--- config.mk ---
export PLATFORM = sky130hd
export DESIGN_NAME = obuf_read_packer
export DESIGN_NICKNAME = d
export VERILOG_FILES = /design/src/rtl/obuf_pkg.sv /design/src/rtl/obuf_word_packer.sv /design/src/rtl/obuf_read_packer.sv
export SDC_FILE = /design/constraint.sdc
export NUM_CORES = 1
export LEC_CHECK = 0
export CORE_ASPECT_RATIO = 0.9
export CORE_MARGIN = 2
export CORE_UTILIZATION = 44
export DETAILED_ROUTE_END_ITERATION = 6
export GPL_TIMING_DRIVEN = 0
export PLACE_DENSITY = 0.76
export SYNTH_ARGS = -nofsm -noshare
export SYNTH_HDL_FRONTEND = slang
export SYNTH_SLANG_ARGS = --single-unit
--- constraint.sdc ---
create_clock -name r_clk -period 1.8 [get_ports r_clk]
set_clock_uncertainty 0.1 [all_clocks]
set_input_delay 0.18 -clock r_clk [delete_from_list [all_inputs] [get_ports r_clk]]
set_output_delay 0.18 -clock r_clk [all_outputs]
set_load 0.05 [all_outputs]
--- src/rtl/obuf_pkg.sv ---
// obuf_pkg: shared types, constants and helpers for the output-buffer read side
package obuf_pkg;

    typedef enum logic [1:0] {ST_FILL, ST_DRAIN, ST_OUT} rd_state_t;

    localparam int OBUF_LANES = 4;

    // fill count 0..4 -> contiguous low-order byte enable mask
    function automatic logic [3:0] be_from_fill(input logic [2:0] fill);
        return 4'((5'd1 << fill) - 5'd1);
    endfunction

endpackage

--- src/rtl/obuf_word_packer.sv ---
// obuf_word_packer: byte lane registers and fill counter for little-endian word assembly
module obuf_word_packer
    import obuf_pkg::*;
(
    input  logic                      r_clk,
    input  logic                      n_rst,
    input  logic                      cap,
    input  logic                      clr,
    input  logic [7:0]                rdata,
    output logic [2:0]                fill,
    output logic [8*OBUF_LANES-1:0]   lanes
);

    // capture the arriving byte into the next free lane; clear everything on hand-off
    always_ff @(posedge r_clk or negedge n_rst) begin
        if (!n_rst) begin
            fill  <= '0;
            lanes <= '0;
        end else if (clr) begin
            fill  <= '0;
            lanes <= '0;
        end else if (cap) begin
            lanes[{fill[1:0], 3'b000} +: 8] <= rdata;
            fill                            <= fill + 3'd1;
        end
    end

endmodule

--- src/rtl/obuf_read_packer.sv ---
// obuf_read_packer: pops the output FIFO and emits packed 32-bit words on a valid/ready port
module obuf_read_packer
    import obuf_pkg::*;
#(
    parameter int LANES = 4,
    parameter int CNT_W = 16
) (
    input  logic                 r_clk,
    input  logic                 n_rst,
    input  logic                 fifo_empty,
    input  logic [7:0]           fifo_rdata,
    output logic                 r_en,
    input  logic                 flush,
    output logic [8*LANES-1:0]   out_data,
    output logic [LANES-1:0]     out_be,
    output logic                 out_last,
    output logic                 out_valid,
    input  logic                 out_ready,
    output logic [CNT_W-1:0]     words_sent
);

    rd_state_t                 state, state_n;
    logic                      inflight;
    logic                      flush_pend;
    logic                      last_q;
    logic                      accept;
    logic                      drop;
    logic [2:0]                fill;
    logic [8*OBUF_LANES-1:0]   lanes;

    obuf_word_packer u_pack (
        .r_clk (r_clk),
        .n_rst (n_rst),
        .cap   (inflight),
        .clr   (accept),
        .rdata (fifo_rdata),
        .fill  (fill),
        .lanes (lanes)
    );

    // state register
    always_ff @(posedge r_clk or negedge n_rst) begin
        if (!n_rst) state <= ST_FILL;
        else        state <= state_n;
    end

    // next state: a capture completing the word wins over a pending flush
    always_comb begin
        state_n = state;
        case (state)
            ST_FILL:  state_n = (inflight && fill == 3'd3) ? ST_OUT
                              : !flush_pend                ? ST_FILL
                              : inflight                   ? ST_DRAIN
                              : (fill != 3'd0)             ? ST_OUT
                              :                              ST_FILL;
            ST_DRAIN: state_n = inflight ? ST_DRAIN : ST_OUT;
            ST_OUT:   state_n = out_ready ? ST_FILL : ST_OUT;
            default:  state_n = ST_FILL;
        endcase
    end

    // outputs: pops only while filling, word fields gated to zero outside OUT
    always_comb begin
        r_en      = n_rst & (state == ST_FILL) & ~fifo_empty & ~flush_pend
                  & ((4'(fill) + 4'(inflight)) < 4'(LANES));
        out_valid = (state == ST_OUT);
        out_data  = out_valid ? lanes : '0;
        out_be    = out_valid ? be_from_fill(fill) : '0;
        out_last  = out_valid & last_q;
        accept    = out_valid & out_ready;
        drop      = (state == ST_FILL) & flush_pend & (fill == 3'd0) & ~inflight;
    end

    // in-flight tracking, flush bookkeeping, frozen last flag and accepted-word counter
    always_ff @(posedge r_clk or negedge n_rst) begin
        if (!n_rst) begin
            inflight   <= 1'b0;
            flush_pend <= 1'b0;
            last_q     <= 1'b0;
            words_sent <= '0;
        end else begin
            inflight   <= r_en;
            flush_pend <= flush | (flush_pend & ~(accept & last_q) & ~drop);
            if (state != ST_OUT && state_n == ST_OUT) last_q <= flush_pend;
            if (accept) words_sent <= words_sent + CNT_W'(1);
        end
    end

endmodule
Word level (Yosys, flattened, before mapping)
Cells that the tools add are included.
{ "word_totals": {"reg_bits": 56, "inputBits": 13, "output_inout_bits": 55} }
{ "classes": {"addsub": 5, "n_lt_le_gt_ge": 1, "n_eq_ne": 5, "shifts": 3, "mux": 14, "bitwise_logic": 18, "reduce_logical": 6} }
{ "ops": {"columns": ["op", "n"], "rows": [
  ["2-to-1 mux 32 bit", 3],
  ["bitwise mux 32 bit", 1],
  ["variable shift 8 x 7 -> 32 bit (first input constant)", 1],
  ["variable part select 8 x 7 -> 32 bit", 1],
  ["adder 16 x 1 -> 16 bit (second input constant)", 1],
  ["bitwise AND 1 bit", 12],
  ["2-to-1 mux 2 bit", 6],
  ["negator 5 -> 7 bit", 1],
  ["2-to-1 mux 3 bit", 2],
  ["one-hot mux 2 bit (3 select lines)", 1],
  ["inverter 1 bit", 5],
  ["adder 3 x 1 -> 4 bit", 1],
  ["== test 2 bit (second input constant)", 2],
  ["< comparator 4 x 3 -> 1 bit (second input constant)", 1],
  ["2-to-1 mux 4 bit", 1],
  ["left shift 1 x 3 -> 4 bit (first input constant)", 1],
  ["subtractor 4 x 1 -> 4 bit (second input constant)", 1],
  ["adder 3 x 1 -> 3 bit (second input constant)", 1],
  ["== test 3 x 2 -> 1 bit (second input constant)", 1],
  ["logical NOT 3 bit", 1],
  ["nonzero test 3 bit", 1],
  ["== test 2 x 1 -> 1 bit (second input constant)", 1],
  ["logical AND 1 bit", 2],
  ["logical NOT 2 bit", 1],
  ["other kinds (3)", 3]
]} }

Longest topological paths before layout
Gate-level depths: netlist (run 1).
{ "depth": {"ltp_word": 8, "depth_mapped": 7} }

By module
A second synthesis (run 1) with hierarchy kept.
{ "unflattened": {"hier_cells": 266, "hier_area_um2": 2917.8} }
{ "by_module_without_submodules": {"columns": ["mod", "n_inst", "cells_per_inst", "area_each_um2", "seq_area_each_um2"], "rows": [
  ["obuf_word_packer", 1, 127, 1612.8, 875.8],
  ["obuf_read_packer", 1, 139, 1305.0, 525.5]
]} }

Worst setup path after synthesis (run 1)
Ideal clock, no wire load.
{ "synth_path": {"kind": "register to output", "from": "register u_pack.fill[0]", "to": "output out_be[2]", "t_arrival_ns": 1.911, "t_required_ns": 1.520, "slack_ns": -0.391, "path_stages_with_launch": 7, "path_buffers": 0, "cell_sequence": "dfrtp_1 > inv_1 > ha_1 > nand2b_1 > ha_1 > xnor2_1 > nor2_1"} }
{ "synth_via": {"elab_chain_len": 3} }
{ "synth_lines": {"columns": ["element", "line_no", "text"], "rows": [
  ["start: declaration", "obuf_word_packer.sv:10", "output logic [2:0] fill,"],
  ["start signal: assignment", "obuf_word_packer.sv:24", "fill <= fill + 3'd1;"],
  ["left shift 1 x 3 -> 4 bit", "obuf_pkg.sv:10", "return 4'((5'd1 << fill) - 5'd1);"],
  ["subtractor 4 x 1 -> 4 bit", "obuf_pkg.sv:10", null],
  ["2-to-1 mux 4 bit", "obuf_read_packer.sv:68", "out_be = out_valid ? be_from_fill(fill) : '0;"],
  ["end: declaration", "obuf_read_packer.sv:15", "output logic [LANES-1:0] out_be,"]
]} }
No other way between the ends.

Final worst setup path (run 1)
{ "layout_path": {"from": "register u_pack.fill[0]", "to": "output out_be[3]"} }
The elaborated chain is that of the path after synthesis.

==> results.txt, run 1 <==
The number of placed instances, taps included, is 388. The post-synth net total came out at 272. At the end of routability-driven placement, the weighted congestion stood at 0.830. The capturing element type of the critical path is a primary output. The post-synth design cell area is 2700 µm². For the pin with the worst max-slew slack, the measured transition is 0.514 ns. In this run, CTS created clock tree buffers numbering 5.

Global routing finished with a remaining overflow of 0. The largest incremental delay on the critical path came out at 0.49 ns. By area the synthesized netlist is led by sky130_fd_sc_hd__dfrtp_1, sky130_fd_sc_hd__and2_1, sky130_fd_sc_hd__a22o_1. The TritonCTS clock tree is done.

For this run, design rule violations remaining after detail routing come to 0. The detailed-placement wirelength estimate is 4590 µm. The mean instance size in the synthesized netlist came out at 10.9 µm². The largest net degree at the start of global routing came out at 31. Across the VDD grid, the largest voltage drop is 1.05 mV.

Traced cell by cell, the critical path runs through ha_1, ha_1, inv_1, xnor2_1, nor2_4, buf_6. The fraction of layout cells with a size suffix above 1 came out at 36.5%. The critical path is of the flip-flop to primary output type. The number of H-tree levels came out at 2. The total setup violations reported at the end of the flow came out at 6. The least setup slack across all paths after layout came out at -0.202 ns.

In this design, the critical path's most frequently occurring cell is sky130_fd_sc_hd__ha_1. The max capacitance violation total came out at 0. The finished layout holds 420 standard cells, fillers aside.

Sequential cells were found to cover 51.9% of the synthesized design area. The count of routing violations after the opening detailed-route iteration came out at 148. The starting density of the core is 44.9%. The number of nets with antenna violations after routing came out at 0. The number of clock sinks seen by CTS is 56. In this run the core area contains 27 standard-cell rows. Counting every instance in the synthesized netlist gives 248. The total detailed-routing wirelength is 7340 µm.

For this run, the leading register cell type out of synthesis is sky130_fd_sc_hd__dfrtp_1. Setup repair after global routing could not meet its margin everywhere. The number of synthesized flops with an enable pin is 0.

In this run the worst path has a maximum fanout of 6. In the final design database the tool counted 371 nets. The number of global-route vias before repair is 2176. The number of hold violations in the final report came to 0. At the worst endpoint, the arrival time is 1.72 ns.

The number of buffers on the longest clock path came out at 2. The number of ports placed on the die boundary is 68. Leaving out fill and tap cells, the most frequent cell in the layout is sky130_fd_sc_hd__dfrtp_1. The worst setup path is launched from a flip-flop. The worst pin sits at a relative slew slack of 65.9%. The number of buffer cells added on primary ports came out at 67. Measured along the x axis, the die boundary spans 86.6 µm. The run finished, with violations left.

In this run the worst hold path is classified as input pin to flip-flop. The warning count from the yosys run came out at 0. The total power divided by cell area is 1290 nW/µm². The floorplan step set the die height to 78.3 µm. The first-pass GRT wire length is 11400 µm. The largest individual stage delay along the critical path comes from the cell sky130_fd_sc_hd__dfrtp_2. The final number of max-transition violations came to 0. The die outline area is 6780 µm².

The setup slack of the most critical reg-to-reg path is -0.05 ns. The largest total area in the synthesized netlist belongs to sky130_fd_sc_hd__dfrtp_1. The routed wire length per instance is 17.5 µm. The antenna diode count is 0. The area overhead of the layout relative to synthesis came out at 47.2%. The final reports fail on negative setup slack.

The total global routing track utilization came out at 21.6%. The final cycle utilization of the critical path is 111%. In the layout the commonest cells are sky130_fd_sc_hd__dfrtp_1, sky130_fd_sc_hd__buf_4, sky130_fd_sc_hd__and2_1, sky130_fd_sc_hd__nor2_1, sky130_fd_sc_hd__buf_6. The fraction of synthesized cell area taken by the top area cell type came out at 51.9%. The clock transition at the registers of the reported paths is 0.09 ns. The initial antenna violation count is 0. The share of the core filled with cells in the final layout is 66.1%.

The number of storage elements in the synthesis netlist came out at 56. For this run, asynchronously set or reset flops after synthesis account for 100%. The total iterations of the first detailed-routing run came out at 4. The data required time of the critical path is 1.52 ns. The overall via count from detail_route came out at 2293. The highest attainable clock frequency came out at 499 MHz.

The final critical path time including I/O delays and setup came out at 2.00 ns. The clock latency at the later pin of the worst-skew pair is 0.31 ns. The cell leakage power is 1.93 nW. The routed via count divided by cell count came out at 5.46.

Counting the fill cells in the layout gives 501. The cell sitting at the root of the clock tree is a sky130_fd_sc_hd__clkbuf_8. The number of distinct library cells after synthesis came out at 38. After floorplanning, the core was sized to cover 6010 µm².
layer usage:
layer	part of all wire [%]	track usage, %
met1	44	31.8
met2	49	34.0
met3	6.5	3.26
met4	1.1	4.22
met5	0	0
cell families after synthesis:
| logic type | Yosys count | synth area share (%) |
|---|---|---|
| buf+inv | 14 | 2.36 |
| flops | 56 | 51.9 |
| compound gates | 44 | 12.5 |
| xor+xnor | 17 | 5.51 |
| fa+ha+maj | 11 | 5.10 |
| simple gates | 103 | 21.5 |
| mux | 3 | 1.20 |
Yosys cell counts, types with 2 or more instances:
| library cell | instances |
|---|---|
| sky130_fd_sc_hd__a21oi_1 | 5 |
| sky130_fd_sc_hd__a22o_1 | 16 |
| sky130_fd_sc_hd__nand3_1 | 3 |
| sky130_fd_sc_hd__and2_1 | 33 |
| sky130_fd_sc_hd__nor4_1 | 2 |
| sky130_fd_sc_hd__dfrtp_1 | 56 |
| sky130_fd_sc_hd__nand4_1 | 5 |
| sky130_fd_sc_hd__nor2_1 | 27 |
| sky130_fd_sc_hd__nand2_1 | 14 |
| sky130_fd_sc_hd__clkbuf_1 | 6 |
| sky130_fd_sc_hd__nor3_1 | 4 |
| sky130_fd_sc_hd__a22oi_1 | 16 |
| sky130_fd_sc_hd__nor2b_1 | 2 |
| sky130_fd_sc_hd__nand4b_1 | 2 |
| sky130_fd_sc_hd__xor2_1 | 5 |
| sky130_fd_sc_hd__ha_1 | 11 |
| sky130_fd_sc_hd__inv_1 | 5 |
| sky130_fd_sc_hd__mux2_2 | 2 |
| sky130_fd_sc_hd__nand2b_1 | 3 |
| sky130_fd_sc_hd__a211oi_1 | 2 |
| sky130_fd_sc_hd__xnor2_1 | 12 |
timing repair:
item                                    CTS  global route
setup buffers                            15             9
resized for setup                       272            50
endpoints found under the setup margin   91            72
pin swaps                                 9            12
hold endpoints to repair                 26             0
hold buffers                              2             0
critical path, delay by kind of cell, from the launching register on:
family,cells,cell delay (ns)
buffers and inverters,2,0.25
adders and majority gates,2,0.46
and+or+nand+nor,1,0.04
DFF,1,0.49
xor gates and xnor gates,1,0.17
power breakdown:
group / switching [mW] / leakage (nW) / total [mW] / internal, mW
clock network: 0.397 / 0.0412 / 0.670 / 0.273
logic: 1.58 / 1.14 / 2.78 / 1.20
registers: 0.223 / 0.749 / 1.68 / 1.46
total: 2.20 / 1.93 / 5.13 / 2.93
through the flow:
step                total power [mW]  hold slack, ns  setup WS (ns)  area [µm²]  setup TNS, ns
floorplan                       3.08          -0.216         -0.116        2730         -0.172
global placement                3.64           0.369          -2.41        3490         -96.95
detailed placement              3.68           0.138         -0.727        3510         -25.84
CTS                             4.80           0.212         -0.197        3760         -0.500
global route                    5.43           0.228         -0.287        3970          -1.86
finish                          5.13           0.227         -0.202        3970         -0.624
worst paths after layout:
check	startpoint	endpoint	depth (start not counted)
setup / recovery	u_pack.fill[0]	out_be[3]	6
hold / removal	n_rst	inflight	4
setup reg to reg	u_pack.fill[0]	last_q	7
hold reg to reg	words_sent[15]	words_sent[15]	1
max in group asynchronous	n_rst	u_pack.fill[1]	3
min in group asynchronous	n_rst	words_sent[0]	3
sequential cells by signal, indices dropped and copies added (netlist names):
signal	count
u_pack.lanes	32
inflight	1
flush_pend	1
state	2
words_sent	16
last_q	1
u_pack.fill	3
cell type report:
cell class / instances / area (µm²) / area share (%)
repair buffers: 93 / 845 / 21.3
clock buffers: 6 / 72.6 / 1.83
well taps: 72 / 90.1 / 2.27
clock inverters: 2 / 12.5 / 0.315
flip-flops and latches: 56 / 1410 / 35.5
plain buffers: 7 / 62.6 / 1.57
inverters: 6 / 35.0 / 0.882
multi-input cells: 178 / 1450 / 36.4
No activity file was read; power rests on OpenSTA's default activity.
==> inputs of run 2 (changes only) <==
- SKIP_CTS_REPAIR_TIMING: default -> 1
==> run 2 against run 1 <==
The run still ends with negative setup slack left. Count of clock-buffer cells in the layout unchanged. Fmax decreased by 0.69%. Wire length decreased by 2.5%. Clock power decreased by 1%. Largest cell class is now flip-flops and latches.
==> results.txt, run 2 (same netlist as run 1, synthesis figures left out) <==
The worst hold path begins at n_rst. The routed via count divided by cell count came to 5.46 (about the same). The flow ran to the end, but the final reports show violations. The worst setup slack before clock tree synthesis is -0.727 ns (unchanged). The final critical path time including I/O delays and setup is 2.02 ns (+0.0140 ns). The pin slew with the least headroom to its limit is 0.522 ns (+0.00792 ns). The TritonCTS buffer count is 5 (unchanged). The met3 routed wirelength is 384 µm (-20%).

The uppermost metal layer occupied by signal nets is met4. The switching share of power is 42.5% (-0.38 points). Relative to the synthesized area, the layout overhead comes to 45.8%.

Counting flops per register, the top entry is u_pack.lanes. The number of buffer cells added on primary ports was 67 (unchanged). The number of ports placed on the die boundary is 68 (unchanged). The met2 layer wire length in the routed design came to 3490 µm (-2.5%).

Leaving out fill and tap cells, the most frequent cell in the layout is sky130_fd_sc_hd__dfrtp_1. The worst slew margin relative to its limit came out at 65.1% (-0.72 points). The worst hold-check slack came out at 0.234 ns (+0.00622 ns).

The slowest stage of the critical path is the sky130_fd_sc_hd__dfrtp_2 cell. The setup slack of the most critical reg-to-reg path is -0.02 ns (+0.03 ns). The max capacitance violation total came out at 0 (unchanged). The antenna diode count is 0 (unchanged).

The total setup violations reported at the end of the flow came out at 10 (+4). The net count reported at finish is 365 (-1.6%). The critical path goes through inv_4, ha_4, nand2b_4, ha_4, xnor2_2, nor2_2, buf_6. The overall via count from detail_route is 2261 (-1.4%).

Among cell families on the critical path, the largest total delay comes from flip-flops. The initial antenna violation count is 0 (unchanged). The highest attainable clock frequency is 496 MHz (-0.69%). The routed wire length per instance came out at 17.3 µm (-1.1%). The least setup slack across all paths after layout came to -0.216 ns (-0.0140 ns). The largest incremental delay on the critical path is 0.48 ns (about the same). The total power is 4.95 mW (-3.5%). The worst vdd rail ir drop is 0.902 mV (-14%). The final number of max-transition violations is 0 (unchanged).

CTS placed an instance of sky130_fd_sc_hd__clkbuf_8 at the clock tree root. The total iterations of the first detailed-routing run came to 4 (unchanged). The count of unresolved DRC violations after routing is 0 (unchanged). The number of buffers and inverters on the critical path is 2 (unchanged). The total net switching power was 2.10 mW (-4.4%). The first-pass GRT wire length came out at 10500 µm (-8.3%). The final cycle utilization of the critical path came to 112% (+0.78 points).

For hold timing, the worst endpoint is inflight. The checks that failed: negative setup slack. The detailed-placement wirelength estimate is 4590 µm (unchanged). The number of global-route vias before repair came to 2018 (-7.3%).

The final weighted congestion in routability-driven placement came to 0.830 (unchanged). The die outline area was 6780 µm² (unchanged). The worst register-to-register path ends at last_q. The data arrival time of the worst path was 1.74 ns (+0.02 ns). The number of clock sinks seen by CTS was 56 (unchanged). The cell-internal power is 2.84 mW (-2.9%).

The largest registers in the layout are u_pack.lanes (32), words_sent (16), u_pack.fill (3). The clock network fraction of total power is 13.4% (+0.3 points). The total global routing track utilization came out at 19.6% (-1.9 points). The count of routing violations after the opening detailed-route iteration is 166 (+12%). STA classifies the critical path endpoint as a primary output.

The largest net degree at the start of global routing came out at 31 (unchanged). The maximum fanout along the worst path is 6 (unchanged). The number of nets with antenna violations after routing is 0 (unchanged). The portion of total power attributed to sequential cells is 33.9% (+1.1 points).

The number of filler instances in the final layout is 503 (+0.40%). The cell leakage power came out at 2.04 nW (+5.8%). The TritonCTS clock tree is done.

By instance count, the cell type seen most on the critical path is sky130_fd_sc_hd__ha_4. The remaining global-route overflow came out at 0 (unchanged). The number of rows in the core area is 27 (unchanged).

In this run the worst hold path is classified as input pin to flip-flop. The startpoint of the worst register-to-register path is u_pack.fill[0]. The starting density of the core is 44.9% (unchanged). The worst-case reg-to-reg path depth came out at 7 (unchanged). The x dimension of the die came out at 86.6 µm (unchanged). The flip-flop count of the largest register, all copies and words added is 32 (unchanged). The clock latency at the later pin of the worst-skew pair is 0.31 ns (about the same). Setup repair after global routing could not meet its margin everywhere. The data required time of the critical path is 1.52 ns (about the same).

The number of hold violations in the final report is 0 (unchanged). The clock transition at the registers of the reported paths came out at 0.09 ns (about the same). The vertical die dimension came out at 78.3 µm (unchanged). The aggregate negative setup slack is -0.653 ns (-0.0287 ns).

The number of H-tree levels is 2 (unchanged). The number of buffers on the longest clock path is 2 (unchanged). By startpoint and endpoint, the worst setup path is classified as flip-flop to primary output. The total detailed-routing wirelength came out at 7160 µm (-2.5%). The total power divided by cell area is 1260 nW/µm² (-2.6%). The combinational share of power came out at 52.7% (-1.5 points). The sum of routed wire segments on met1 is 3150 µm (-1.5%). The kind of start point of the critical path is a flip-flop. The total core area is 6010 µm² (unchanged).

The cell depth of the worst min-delay path is 4 (unchanged). The fraction of layout cells with a size suffix above 1 came out at 34.5% (-2.0 points). The top cell types in the final layout, fill and taps aside, are sky130_fd_sc_hd__dfrtp_1, sky130_fd_sc_hd__buf_4, sky130_fd_sc_hd__and2_1, sky130_fd_sc_hd__buf_6, sky130_fd_sc_hd__nor2_1.
==> run 2: cell count changes in the layout (fill, tap and decap cells not counted), moves of 3 or more <==
cell                             change
sky130_fd_sc_hd__dlygate4sd2_1      -15
sky130_fd_sc_hd__dlymetal6s2s_1     +15
sky130_fd_sc_hd__buf_4              -10
sky130_fd_sc_hd__clkbuf_2            +6
sky130_fd_sc_hd__buf_2               -4
sky130_fd_sc_hd__a22oi_1             -3
sky130_fd_sc_hd__a22oi_2             +3
sky130_fd_sc_hd__buf_6               +3
==> run 2: worst max-delay path by stage <==
stage / to / slack, ns / cells after the start / startpoint
2_1_floorplan: out_be[2] / -0.12 / 6 / u_pack.fill[0]
3_3_place_gp: r_en / -2.41 / 5 / n_rst
3_5_place_dp: out_be[2] / -0.73 / 7 / u_pack.fill[0]
4_1_cts: out_be[2] / -1.07 / 7 / u_pack.fill[0]
5_1_grt: out_be[2] / -0.30 / 7 / u_pack.fill[0]
6_report: out_be[2] / -0.22 / 7 / u_pack.fill[0]
==> run 2: worst min-delay path, stage by stage <==
cell and delay [ns]:
sky130_fd_sc_hd__clkbuf_4 0.12, sky130_fd_sc_hd__nor4b_2 0.15, sky130_fd_sc_hd__nand2_1 0.08, sky130_fd_sc_hd__a31oi_2 0.06
==> run 2: layer usage <==
metal | vias up | GRT usage, %
li1 | 1046 | -
met1 | 1115 | 30.4
met2 | 86 | 28.9
met3 | 14 | 3.58
met4 | 0 | 3.75
met5 | - | 0
==> run 2: final cells by class <==
class,instances,area (µm²),share of cell area (%)
inverters,6,35.0,0.890
repair buffers,86,853,21.7
plain buffers,8,71.3,1.81
clock buffers,6,72.6,1.84
well taps,72,90.1,2.29
flip-flops and latches,56,1410,35.9
clock inverters,2,12.5,0.318
multi-input cells,178,1390,35.3
==> run 2: metrics by stage <==
| stage | instance area, µm² | instances | util (%) |
|---|---|---|---|
| 6_report | 3940 | 414 | 65.5 |
| 5_1_grt | 3940 | 414 | 65.5 |
| 4_1_cts | 3590 | 396 | 59.8 |
| 3_5_place_dp | 3510 | 388 | 58.3 |
| 3_3_place_gp | 3490 | 387 | 58.1 |
| 2_1_floorplan | 2730 | 248 | - |
==> run 2: power groups by stage <==
stage          registers (mW)  clock network (mW)  logic, mW
5_1_grt                  1.71               0.750       2.78
4_1_cts                  1.67               0.679       2.00
3_5_place_dp             1.69                   0       1.99
2_1_floorplan            1.82                   0       1.26
3_3_place_gp             1.68                   0       1.95
6_report                 1.68               0.663       2.61
